--- src/rtl/pio_bank_pkg.sv ---
// Shared constants, bus payload type and helpers for the PIO bank.
package pio_bank_pkg;

  localparam int unsigned ADDR_W = 3;
  localparam int unsigned BUS_W  = 32;

  localparam logic [ADDR_W-1:0] ADDR_DATA     = 3'd0;
  localparam logic [ADDR_W-1:0] ADDR_OUT_SET  = 3'd1;
  localparam logic [ADDR_W-1:0] ADDR_OUT_CLR  = 3'd2;
  localparam logic [ADDR_W-1:0] ADDR_IRQ_MASK = 3'd3;
  localparam logic [ADDR_W-1:0] ADDR_EDGE_CAP = 3'd4;
  localparam logic [ADDR_W-1:0] ADDR_RISE_EN  = 3'd5;
  localparam logic [ADDR_W-1:0] ADDR_FALL_EN  = 3'd6;
  localparam logic [ADDR_W-1:0] ADDR_OUT_RB   = 3'd7;

  // One slave-side bus command as seen in a single cycle.
  typedef struct packed {
    logic [ADDR_W-1:0] addr;
    logic              rd;
    logic              wr;
    logic [BUS_W-1:0]  wdata;
  } avs_cmd_t;

  // Stability counter width: must hold the value n, never narrower than 1 bit.
  function automatic int unsigned cnt_width(input int unsigned n);
    return (n == 0) ? 1 : $clog2(n + 1);
  endfunction

endpackage

--- src/rtl/pio_bank_if.sv ---
// Avalon-MM style register port of the PIO bank.
interface pio_bank_if;
  import pio_bank_pkg::*;

  logic [ADDR_W-1:0] avs_address;
  logic              avs_read;
  logic              avs_write;
  logic [BUS_W-1:0]  avs_writedata;
  logic [BUS_W-1:0]  avs_readdata;

  modport master (
    output avs_address,
    output avs_read,
    output avs_write,
    output avs_writedata,
    input  avs_readdata
  );

  modport slave (
    input  avs_address,
    input  avs_read,
    input  avs_write,
    input  avs_writedata,
    output avs_readdata
  );
endinterface

--- src/rtl/pio_debounce.sv ---
// One PIO input bit: 2-flop synchroniser followed by an optional stability filter.
module pio_debounce
  import pio_bank_pkg::*;
#(
  parameter int unsigned DEBOUNCE_CYCLES = 0
) (
  input  logic clk,
  input  logic rst_n,
  input  logic din,
  output logic dout
);

  logic s1;
  logic s2;

  // Two-stage synchroniser for the asynchronous pin.
  always_ff @(posedge clk or negedge rst_n) begin
    if (!rst_n) begin
      s1 <= 1'b0;
      s2 <= 1'b0;
    end else begin
      s1 <= din;
      s2 <= s1;
    end
  end

  if (DEBOUNCE_CYCLES == 0) begin : g_bypass
    // No filtering: debounced value is simply the synchronised value, one flop later.
    always_ff @(posedge clk or negedge rst_n) begin
      if (!rst_n) dout <= 1'b0;
      else        dout <= s2;
    end
  end else begin : g_filter
    localparam int unsigned CNT_W = cnt_width(DEBOUNCE_CYCLES);

    logic [CNT_W-1:0] cnt;

    // Count cycles the synchronised value disagrees with the output; any return
    // to agreement restarts the window, so short pulses never pass.
    always_ff @(posedge clk or negedge rst_n) begin
      if (!rst_n) begin
        cnt  <= '0;
        dout <= 1'b0;
      end else if (s2 == dout) begin
        cnt <= '0;
      end else if (cnt == CNT_W'(DEBOUNCE_CYCLES)) begin
        dout <= s2;
        cnt  <= '0;
      end else begin
        cnt <= cnt + CNT_W'(1);
      end
    end
  end

endmodule

--- src/rtl/pio_bank.sv ---
// Parallel I/O bank: output register with set/clear, debounced inputs, edge capture and IRQ.
module pio_bank
  import pio_bank_pkg::*;
#(
  parameter int unsigned      DATA_W          = 8,
  parameter int unsigned      DEBOUNCE_CYCLES = 0,
  parameter logic [DATA_W-1:0] OUT_RESET      = '0
) (
  input  logic              clk_clk,
  input  logic              reset_reset_n,
  pio_bank_if.slave         avs,
  input  logic [DATA_W-1:0] pio_in,
  output logic [DATA_W-1:0] pio_out,
  output logic              irq
);

  avs_cmd_t          cmd_c;
  logic [DATA_W-1:0] wdata_c;
  logic [DATA_W-1:0] w1c_c;
  logic [DATA_W-1:0] rise_c;
  logic [DATA_W-1:0] fall_c;
  logic [BUS_W-1:0]  rd_mux_c;

  logic [DATA_W-1:0] db;
  logic [DATA_W-1:0] db_d;
  logic [DATA_W-1:0] out_q;
  logic [DATA_W-1:0] irq_mask;
  logic [DATA_W-1:0] edge_cap;
  logic [DATA_W-1:0] rise_en;
  logic [DATA_W-1:0] fall_en;
  logic [BUS_W-1:0]  rdata_q;
  logic              irq_q;

  assign cmd_c = '{addr: avs.avs_address, rd: avs.avs_read, wr: avs.avs_write,
                   wdata: avs.avs_writedata};
  assign wdata_c = cmd_c.wdata[DATA_W-1:0];

  if (DATA_W < BUS_W) begin : g_wd_hi
    logic unused_wdata_hi;
    assign unused_wdata_hi = ^cmd_c.wdata[BUS_W-1:DATA_W];
  end

  // Per-bit synchroniser and debounce filter.
  for (genvar i = 0; i < int'(DATA_W); i++) begin : g_bit
    pio_debounce #(
      .DEBOUNCE_CYCLES (DEBOUNCE_CYCLES)
    ) u_debounce (
      .clk   (clk_clk),
      .rst_n (reset_reset_n),
      .din   (pio_in[i]),
      .dout  (db[i])
    );
  end

  // Delayed copy of the debounced inputs for edge detection.
  always_ff @(posedge clk_clk or negedge reset_reset_n) begin
    if (!reset_reset_n) db_d <= '0;
    else                db_d <= db;
  end

  assign rise_c = db & ~db_d;
  assign fall_c = ~db & db_d;

  // Write-one-to-clear request for EDGE_CAP.
  always_comb begin
    w1c_c = '0;
    if (cmd_c.wr && (cmd_c.addr == ADDR_EDGE_CAP)) w1c_c = wdata_c;
  end

  // Edge capture: a new enabled edge overrides a same-cycle clear.
  always_ff @(posedge clk_clk or negedge reset_reset_n) begin
    if (!reset_reset_n) edge_cap <= '0;
    else edge_cap <= (edge_cap & ~w1c_c) | (rise_c & rise_en) | (fall_c & fall_en);
  end

  // Writable control registers and the output latch.
  always_ff @(posedge clk_clk or negedge reset_reset_n) begin
    if (!reset_reset_n) begin
      out_q    <= OUT_RESET;
      irq_mask <= '0;
      rise_en  <= '0;
      fall_en  <= '0;
    end else if (cmd_c.wr) begin
      case (cmd_c.addr)
        ADDR_DATA:     out_q    <= wdata_c;
        ADDR_OUT_SET:  out_q    <= out_q | wdata_c;
        ADDR_OUT_CLR:  out_q    <= out_q & ~wdata_c;
        ADDR_IRQ_MASK: irq_mask <= wdata_c;
        ADDR_RISE_EN:  rise_en  <= wdata_c;
        ADDR_FALL_EN:  fall_en  <= wdata_c;
        default: ;
      endcase
    end
  end

  // Level interrupt, one cycle behind the captured-and-masked state.
  always_ff @(posedge clk_clk or negedge reset_reset_n) begin
    if (!reset_reset_n) irq_q <= 1'b0;
    else                irq_q <= |(edge_cap & irq_mask);
  end

  // Read mux over the current (pre-write) register values.
  always_comb begin
    rd_mux_c = '0;
    case (cmd_c.addr)
      ADDR_DATA:     rd_mux_c = BUS_W'(db);
      ADDR_IRQ_MASK: rd_mux_c = BUS_W'(irq_mask);
      ADDR_EDGE_CAP: rd_mux_c = BUS_W'(edge_cap);
      ADDR_RISE_EN:  rd_mux_c = BUS_W'(rise_en);
      ADDR_FALL_EN:  rd_mux_c = BUS_W'(fall_en);
      ADDR_OUT_RB:   rd_mux_c = BUS_W'(out_q);
      default:       rd_mux_c = '0;
    endcase
  end

  // Read data register: loads on a read strobe, holds otherwise.
  always_ff @(posedge clk_clk or negedge reset_reset_n) begin
    if (!reset_reset_n)  rdata_q <= '0;
    else if (cmd_c.rd)   rdata_q <= rd_mux_c;
  end

  assign avs.avs_readdata = rdata_q;
  assign pio_out          = out_q;
  assign irq              = irq_q;

endmodule
--- src/flat_wrapper.sv ---
// flat-port wrapper written by rule: the top's interface ports become plain ports
module pio_bank_flat import pio_bank_pkg::*;
#(
  parameter int unsigned      DATA_W          = 8,
  parameter int unsigned      DEBOUNCE_CYCLES = 0,
  parameter logic [DATA_W-1:0] OUT_RESET      = '0
)
  (clk_clk, reset_reset_n, pio_in, pio_out, irq, avs_avs_address, avs_avs_read, avs_avs_write, avs_avs_writedata, avs_avs_readdata);
  pio_bank_if avs_i ();
  input  logic clk_clk;
  input  logic reset_reset_n;
  input  logic [DATA_W-1:0] pio_in;
  output logic [DATA_W-1:0] pio_out;
  output logic irq;
  input wire logic [$bits(avs_i.avs_address)-1:0] avs_avs_address;
  input wire logic [$bits(avs_i.avs_read)-1:0] avs_avs_read;
  input wire logic [$bits(avs_i.avs_write)-1:0] avs_avs_write;
  input wire logic [$bits(avs_i.avs_writedata)-1:0] avs_avs_writedata;
  output wire logic [$bits(avs_i.avs_readdata)-1:0] avs_avs_readdata;
  assign avs_i.avs_address = avs_avs_address;
  assign avs_i.avs_read = avs_avs_read;
  assign avs_i.avs_write = avs_avs_write;
  assign avs_i.avs_writedata = avs_avs_writedata;
  assign avs_avs_readdata = avs_i.avs_readdata;
  pio_bank #(.DATA_W(DATA_W), .DEBOUNCE_CYCLES(DEBOUNCE_CYCLES), .OUT_RESET(OUT_RESET)) u_core (.clk_clk(clk_clk), .reset_reset_n(reset_reset_n), .avs(avs_i), .pio_in(pio_in), .pio_out(pio_out), .irq(irq));
endmodule
--- config.mk ---
export PLATFORM = sky130hd
export DESIGN_NAME = pio_bank_flat
export DESIGN_NICKNAME = d
export VERILOG_FILES = /design/src/rtl/pio_bank_pkg.sv /design/src/rtl/pio_bank_if.sv /design/src/rtl/pio_debounce.sv /design/src/rtl/pio_bank.sv /design/src/flat_wrapper.sv
export SDC_FILE = /design/constraint.sdc
export NUM_CORES = 1
export LEC_CHECK = 0
export ABC_AREA = 1
export CAP_MARGIN = 25
export CORE_ASPECT_RATIO = 0.5
export CORE_MARGIN = 1
export CORE_UTILIZATION = 45
export DETAILED_ROUTE_END_ITERATION = 16
export MAX_ROUTING_LAYER = met4
export PLACE_DENSITY_LB_ADDON = 0.2
export SYNTH_ARGS = -nofsm -noshare
export SYNTH_HDL_FRONTEND = slang
export SYNTH_HIERARCHICAL = 1
export SYNTH_SLANG_ARGS = --single-unit
--- constraint.sdc ---
create_clock -name clk_clk -period 1.2 [get_ports clk_clk]
set_input_delay 0.18 -clock clk_clk [delete_from_list [all_inputs] [get_ports clk_clk]]
set_output_delay 0.18 -clock clk_clk [all_outputs]
set_load 0.02 [all_outputs]
==> results of run 1 <==
==> area by class of cell <==
cell class              count  area (µm²)  area share, %
inverters                  27         101           2.17
clock buffers              10         229           4.90
flip-flops and latches     81        2030           43.4
well taps                 108         135           2.89
clock inverters             6         116           2.49
multi-input cells         270        1290           27.6
repair buffers             93         777           16.6
==> metrics by stage <==
stage          power [mW]  area (µm²)  hold WS, ps
5_1_grt              8.25        4670          266
2_1_floorplan        4.14        3670         -116
4_1_cts              7.96        4720          276
3_5_place_dp         4.83        4340          177
3_3_place_gp         4.80        4340          164
6_report             7.87        4670          284
==> layer usage <==
layer,global-route usage [%],wire [µm]
met1,34.8,4380
met2,35.9,3960
met3,7.02,589
met4,6.47,66
met5,-,0
==> synthesized netlist by cell type <==
cell type	instances	area share [%]
sky130_fd_sc_hd__dfrtp_1	81	57
sky130_fd_sc_hd__and2_1	1	0.17
sky130_fd_sc_hd__nor2_2	2	0.35
sky130_fd_sc_hd__nand2_1	118	12
sky130_fd_sc_hd__o21ai_0	8	1.1
sky130_fd_sc_hd__nand4_1	20	3.5
sky130_fd_sc_hd__nand2_2	2	0.35
sky130_fd_sc_hd__nand3_1	31	4.3
sky130_fd_sc_hd__o21ai_1	32	4.5
sky130_fd_sc_hd__nand3_2	4	1.1
sky130_fd_sc_hd__nor2_4	1	0.31
sky130_fd_sc_hd__or2_2	1	0.17
sky130_fd_sc_hd__buf_2	5	0.70
sky130_fd_sc_hd__nor2_1	9	0.94
sky130_fd_sc_hd__inv_1	23	2.4
sky130_fd_sc_hd__buf_4	30	6.3
sky130_fd_sc_hd__nor2_8	1	0.56
sky130_fd_sc_hd__conb_1	1	0.10
sky130_fd_sc_hd__o211ai_1	8	1.7
sky130_fd_sc_hd__clkbuf_1	3	0.31
sky130_fd_sc_hd__nand3b_1	8	1.7
sky130_fd_sc_hd__inv_2	4	0.42
==> what timing repair did <==
item	4_1_cts	5_1_grt
gates resized for setup	54	10
setup endpoints to repair	65	10
hold buffers	1	0
setup buffers	1	0
pin swaps	2	0
endpoints found under the hold margin	81	0
==> worst paths after layout <==
kind	start	endpoint	slack, ps	cells past startpoint
setup / recovery	u_core/pio_out[3]	pio_out[3]	30	1
hold / removal	pio_in[2]	u_core/g_bit[2].u_debounce/s1	280	1
setup reg to reg	u_core/edge_cap[6]	u_core/irq	110	3
hold reg to reg	u_core/g_bit[0].u_debounce/s2	u_core/g_bit[0].u_debounce/dout	350	0
max in group asynchronous	reset_reset_n	u_core/pio_out[1]	430	3
min in group asynchronous	reset_reset_n	u_core/edge_cap[6]	370	3
==> power breakdown <==
part / total [mW] / internal (mW) / switching (mW) / leakage (nW)
Clock: 3.14 / 2.04 / 1.09 / 0.167
Sequential: 3.39 / 3.10 / 0.295 / 0.960
Combinational: 1.35 / 0.562 / 0.783 / 1.21
Total: 7.87 / 5.70 / 2.17 / 2.33
==> cells by family (layout without fill, tap and decap cells) <==
group	count (synthesis)	after routing	synth area share, %
compound gates	48	48	7.27
buf+inv	65	136	10.1
flops	81	81	56.6
other cells	1	24	0.105
simple gates	198	198	25.9
==> impl_metrics.yaml, run 1 <==
worst_setup_path:
  critical_path.max_stage_delay_ps: 400
  crit_path_top_delay_cell: "sky130_fd_sc_hd__dfrtp_1"
  worst_setup_path_end_kind: "output pin"
  crit_family: "flip-flops"
  crit_buf_inv: 1
  cp_startpoint_kind: "flop"
  timing.setup.critical_path_class: "flop to output pin"
  crit_fanout: 3
  worstPathCellList: "clkdlybuf4s15_2"
  critical_path_required_ps: 1020
  critical_path_arrival_ps: 990
synth:
  postSynthAreaPerCell_um2: 9.11
  ys_seq_area_share_pct: 56.6
  synth.distinct_cells: 22
  synth.cell_area_mm2: 0.00358
  cells_after_synthesis: 393
  ys_seq_elements: 81
  synth.yosys.warnings: 6
floorplan:
  ios: 88
  fp.dieW_um: 128
  core_region_area_mm2: 0.00751
  fp-row-count: 22
  floorplan.die.height_um: 65.1
  initial_utilization_pct: 47.6
  design.die.area_mm2: 0.00834
finish:
  final_core_utilization_pct: 62.2
  syn_to_final_growth_pct: 30.6
  layout-drive-gt1-share_pct: 20.5
  layout_commonest_cell: "sky130_fd_sc_hd__nand2_1"
  final_cell_count_no_fill: 595
  layout.cells.most_common_list: "118 x sky130_fd_sc_hd__nand2_1, 81 x sky130_fd_sc_hd__dfrtp_1, 48 x sky130_fd_sc_hd__buf_4, 33 x sky130_fd_sc_hd__o21ai_1, 31 x sky130_fd_sc_hd__nand3_1"
  nNetsFinal: 529
  fillCellCount: 629
  antennaDiodeCount: 0
cts:
  tritoncts_clock_tree: "yes"
  cts_made_buffers: 9
  clock-sinks: 81
  clockRootBuffer: "sky130_fd_sc_hd__clkbuf_16"
  clockBufferDepth: 2
  clock_latency_ps: 330
  cts.htree.levels: 3
  clk_pin_slew_worst_paths_ps: 60
route:
  via_count: 3034
  post_route_drc_violation_count: 0
  wl_per_cell_um: 15.1
  viasPerCell: 5.10
  drt_iter0_markers: 333
  wirelength_mm: 9.00
  antenna_left: 0
  first_pass_iters: 5
pwr:
  leakagePower_nw: 2.33
  peak_supply_drop_v: 0.00113
  power-per-cell-area_mw_per_mm2: 1680
placement:
  gp_congestion: 0.929
  pre_cts_slack_ps: -484
  dp_cells: 577
  io_buffers: 39
  post-dp-hpwl_mm: 6.55
sta:
  period_share_pct: 97.1
  max_freq_ghz: 0.858
  fin_skew_ps: 3.93
  totalNegativeSetupSlack_ps: 0
  period_minus_slack_ps: 1170
  rsz0062_at_grt: "no"
  final_hold_viol_count: 0
  slew_viol_final: 0
  worst_slack_ps: 34.9
  setup_viol_count_final: 0
grt:
  first_global_vias: 2812
  grt_antenna_before_repair: 0
  grt_first_pass_wirelength_mm: 14.7
  grt_overflow_total: 0
  grt_start_max_net_pins: 47
  grt_usage_pct: 25.0
job:
  drv_cap: 0
worst_hold_path:
  hold_class: "input pin to flop"
status:
  status: "completed"
No activity file was read; power rests on OpenSTA's default activity.
==> run 2, diff against run 1 <==
Settings changed: ABC_AREA 1 to 0, CAP_MARGIN 25 to 20.
==> run 2 against run 1 <==
- the run now ends with negative setup slack left
- clock power is 5% lower
- synthesized area is 0.98% lower
- total power is 2.0% lower
- setup slack worse by 210 ps
- critical endpoint is now u_core/avs.avs_readdata[3]
- largest cell class unchanged
- largest power group unchanged
- highest routed layer unchanged
==> impl_metrics.yaml, run 2 <==
status:
  status: "finished, violations left"
  failed_checks: "negative setup slack"
floorplan:
  design.die.area_mm2: 0.00826
  initial_utilization_pct: 47.3
  floorplan.die.height_um: 64.8
  ios: 88
  fp.dieW_um: 128
  fp-row-count: 22
  core_region_area_mm2: 0.00749
grt:
  grt_usage_pct: 21.9
  grt_overflow_total: 0
  grt_start_max_net_pins: 82
  grt_antenna_before_repair: 0
  first_global_vias: 2426
  grt_first_pass_wirelength_mm: 12.7
pwr:
  leakagePower_nw: 2.04
  power-per-cell-area_mw_per_mm2: 1710
  switching_component_of_the_power_mw: 2.01
  switching_part_of_the_total_pct: 26.0
  clkPwrFrac_pct: 38.7
  seqPwrFrac_pct: 43.9
  design_power_total_mw: 7.71
  power.share.combinational_pct: 17.4
  peak_supply_drop_v: 0.000865
  internal-power_mw: 5.70
route:
  viasPerCell: 5.15
  drt_iter0_markers: 239
  first_pass_iters: 4
  wl_per_cell_um: 16.6
  antenna_left: 0
  wirelength_mm: 7.87
  via_count: 2437
  post_route_drc_violation_count: 0
finish:
  nNetsFinal: 407
  final_core_utilization_pct: 60.3
  layout.cells.most_common_list: "80 x sky130_fd_sc_hd__dfrtp_1, 31 x sky130_fd_sc_hd__buf_4, 29 x sky130_fd_sc_hd__nand2_1, 29 x sky130_fd_sc_hd__mux2_2, 24 x sky130_fd_sc_hd__conb_1"
  syn_to_final_growth_pct: 27.3
  layout_commonest_cell: "sky130_fd_sc_hd__dfrtp_1"
  antennaDiodeCount: 0
  layout-drive-gt1-share_pct: 33.7
  layout.cell_area.non_filler_mm2: 0.00451
  fillCellCount: 580
cts:
  clockBufferDepth: 2
  cts_made_buffers: 9
  clock-sinks: 81
  clockRootBuffer: "sky130_fd_sc_hd__clkbuf_16"
  cts.htree.levels: 3
  clock_latency_ps: 340
  clk_pin_slew_worst_paths_ps: 60
  tritoncts_clock_tree: "yes"
synth:
  synth.distinct_cells: 42
  synth_most_common_cell: "sky130_fd_sc_hd__dfrtp_1"
  ys.flop_type: "sky130_fd_sc_hd__dfrtp_1"
  synth.cell_area_mm2: 0.00354
  number_of_flops_mapped_to_enable_cells_by_yosys: 0
  yosys.area.top_type: "sky130_fd_sc_hd__dfrtp_1"
  ys_async_sr_fraction_pct: 100
  synth.yosys.warnings: 6
  synth.area.top_cells: "sky130_fd_sc_hd__dfrtp_1 57%, sky130_fd_sc_hd__mux2_2 9.5%, sky130_fd_sc_hd__buf_4 5.5%"
  postSynthAreaPerCell_um2: 12.4
  yosysTopAreaCellShare_pct: 57.2
  cells_after_synthesis: 286
  most_used_standard_cells_in_the_synthesized_netlist: "81 x sky130_fd_sc_hd__dfrtp_1, 30 x sky130_fd_sc_hd__mux2_2, 30 x sky130_fd_sc_hd__nand2_1"
  ys_seq_elements: 81
  ys_seq_area_share_pct: 57.2
placement:
  io_buffers: 39
  gp_congestion: 0.880
  placedInstanceArea_mm2: 0.00417
  post-dp-hpwl_mm: 5.36
sta:
  worst_slack_ps: -177
  final_hold_viol_count: 0
  period_share_pct: 115
  rsz0062_at_grt: "yes"
  slew_viol_final: 0
  fin_skew_ps: 5.49
  setup_viol_count_final: 1
  period_minus_slack_ps: 1380
  max_freq_ghz: 0.726
worst_setup_path:
  timing.setup.critical_path_class: "flop to flop"
  crit_fanout: 2
  critical_path_arrival_ps: 1600
  worst_setup_path_end_kind: "flop"
  cp_startpoint_kind: "flop"
  critical_path_required_ps: 1420
worst_hold_path:
  hold_class: "input pin to flop"
job:
  drv_cap: 0
-- run 2: logic make-up after synthesis --
logic type             count (synthesis)  synth area share [%]
AND/OR/NAND/NOR                       66                  10.6
AO/OA/AOI/OAI                         61                  12.1
XOR/XNOR                               1                 0.247
multiplexers                          35                  11.4
flip-flops                            81                  57.2
other                                  1                 0.106
buffers and inverters                 41                  8.26
-- run 2: worst paths after layout --
| kind | slack (ps) | startpoint | depth (start not counted) | end |
|---|---|---|---|---|
| setup / recovery | -180 | u_core/pio_out[3] | 4 | u_core/avs.avs_readdata[3] |
| hold / removal | 280 | pio_in[1] | 1 | u_core/g_bit[1].u_debounce/s1 |
| setup reg to reg | -180 | u_core/pio_out[3] | 4 | u_core/avs.avs_readdata[3] |
| hold reg to reg | 350 | u_core/g_bit[5].u_debounce/s2 | 0 | u_core/g_bit[5].u_debounce/dout |
| max in group asynchronous | 410 | reset_reset_n | 3 | u_core/pio_out[3] |
| min in group asynchronous | 400 | reset_reset_n | 3 | u_core/rise_en[6] |
-- run 2: routing by layer --
metal | share of wire (%) | global-route usage [%] | vias up | wire length, µm
li1 | - | - | 1132 | -
met1 | 47 | 28.4 | 1211 | 3660
met2 | 45 | 32.9 | 85 | 3510
met3 | 7.9 | 6.85 | 9 | 623
met4 | 1.0 | 7.29 | 0 | 80
met5 | 0 | - | - | 0
-- run 2: through the flow --
step           setup slack [ps]  TNS (ps)  hold WS, ps  std cells
2_1_floorplan              -176      -183         -116        309
3_3_place_gp               -731    -29520          235        456
3_5_place_dp               -776    -30930          245        456
4_1_cts                    -169      -172          269        473
5_1_grt                    -210      -237          265        473
6_report                   -177      -177          277        473
-- run 2: area by class of cell --
cell class                      count  area, µm²  area share [%]
Sequential cell                    81       2030            45.0
Tap cell                          108        135            3.00
Clock buffer                       11        253            5.60
Clock inverter                      5       77.6            1.72
Inverter                            5       18.8           0.416
Timing Repair Buffer               76        624            13.8
Multi-Input combinational cell    187       1380            30.5
-- run 2: power by group through the flow --
stage          logic, mW  clock network (mW)  registers, mW
5_1_grt             1.45                3.16           3.43
4_1_cts             1.36                3.04           3.38
2_1_floorplan      0.739                   0           3.45
3_3_place_gp        1.34                   0           3.42
3_5_place_dp        1.37                   0           3.42
6_report            1.34                2.98           3.39
-- run 2: repair_timing --
| item | CTS | global route |
|---|---|---|
| setup buffers | 0 | 0 |
| hold endpoints to repair | 81 | 0 |
| gates resized for setup | 69 | 23 |
| pin swaps | 1 | 4 |
| endpoints found under the setup margin | 65 | 23 |
| hold buffers | 1 | 0 |
-- run 2: worst max-delay path, stage by stage, from the launching register on --
cell and delay (ps):
sky130_fd_sc_hd__dfrtp_2 410, sky130_fd_sc_hd__mux4_2 470, sky130_fd_sc_hd__nand2_1 70, sky130_fd_sc_hd__o21ai_1 60, sky130_fd_sc_hd__mux2_4 250
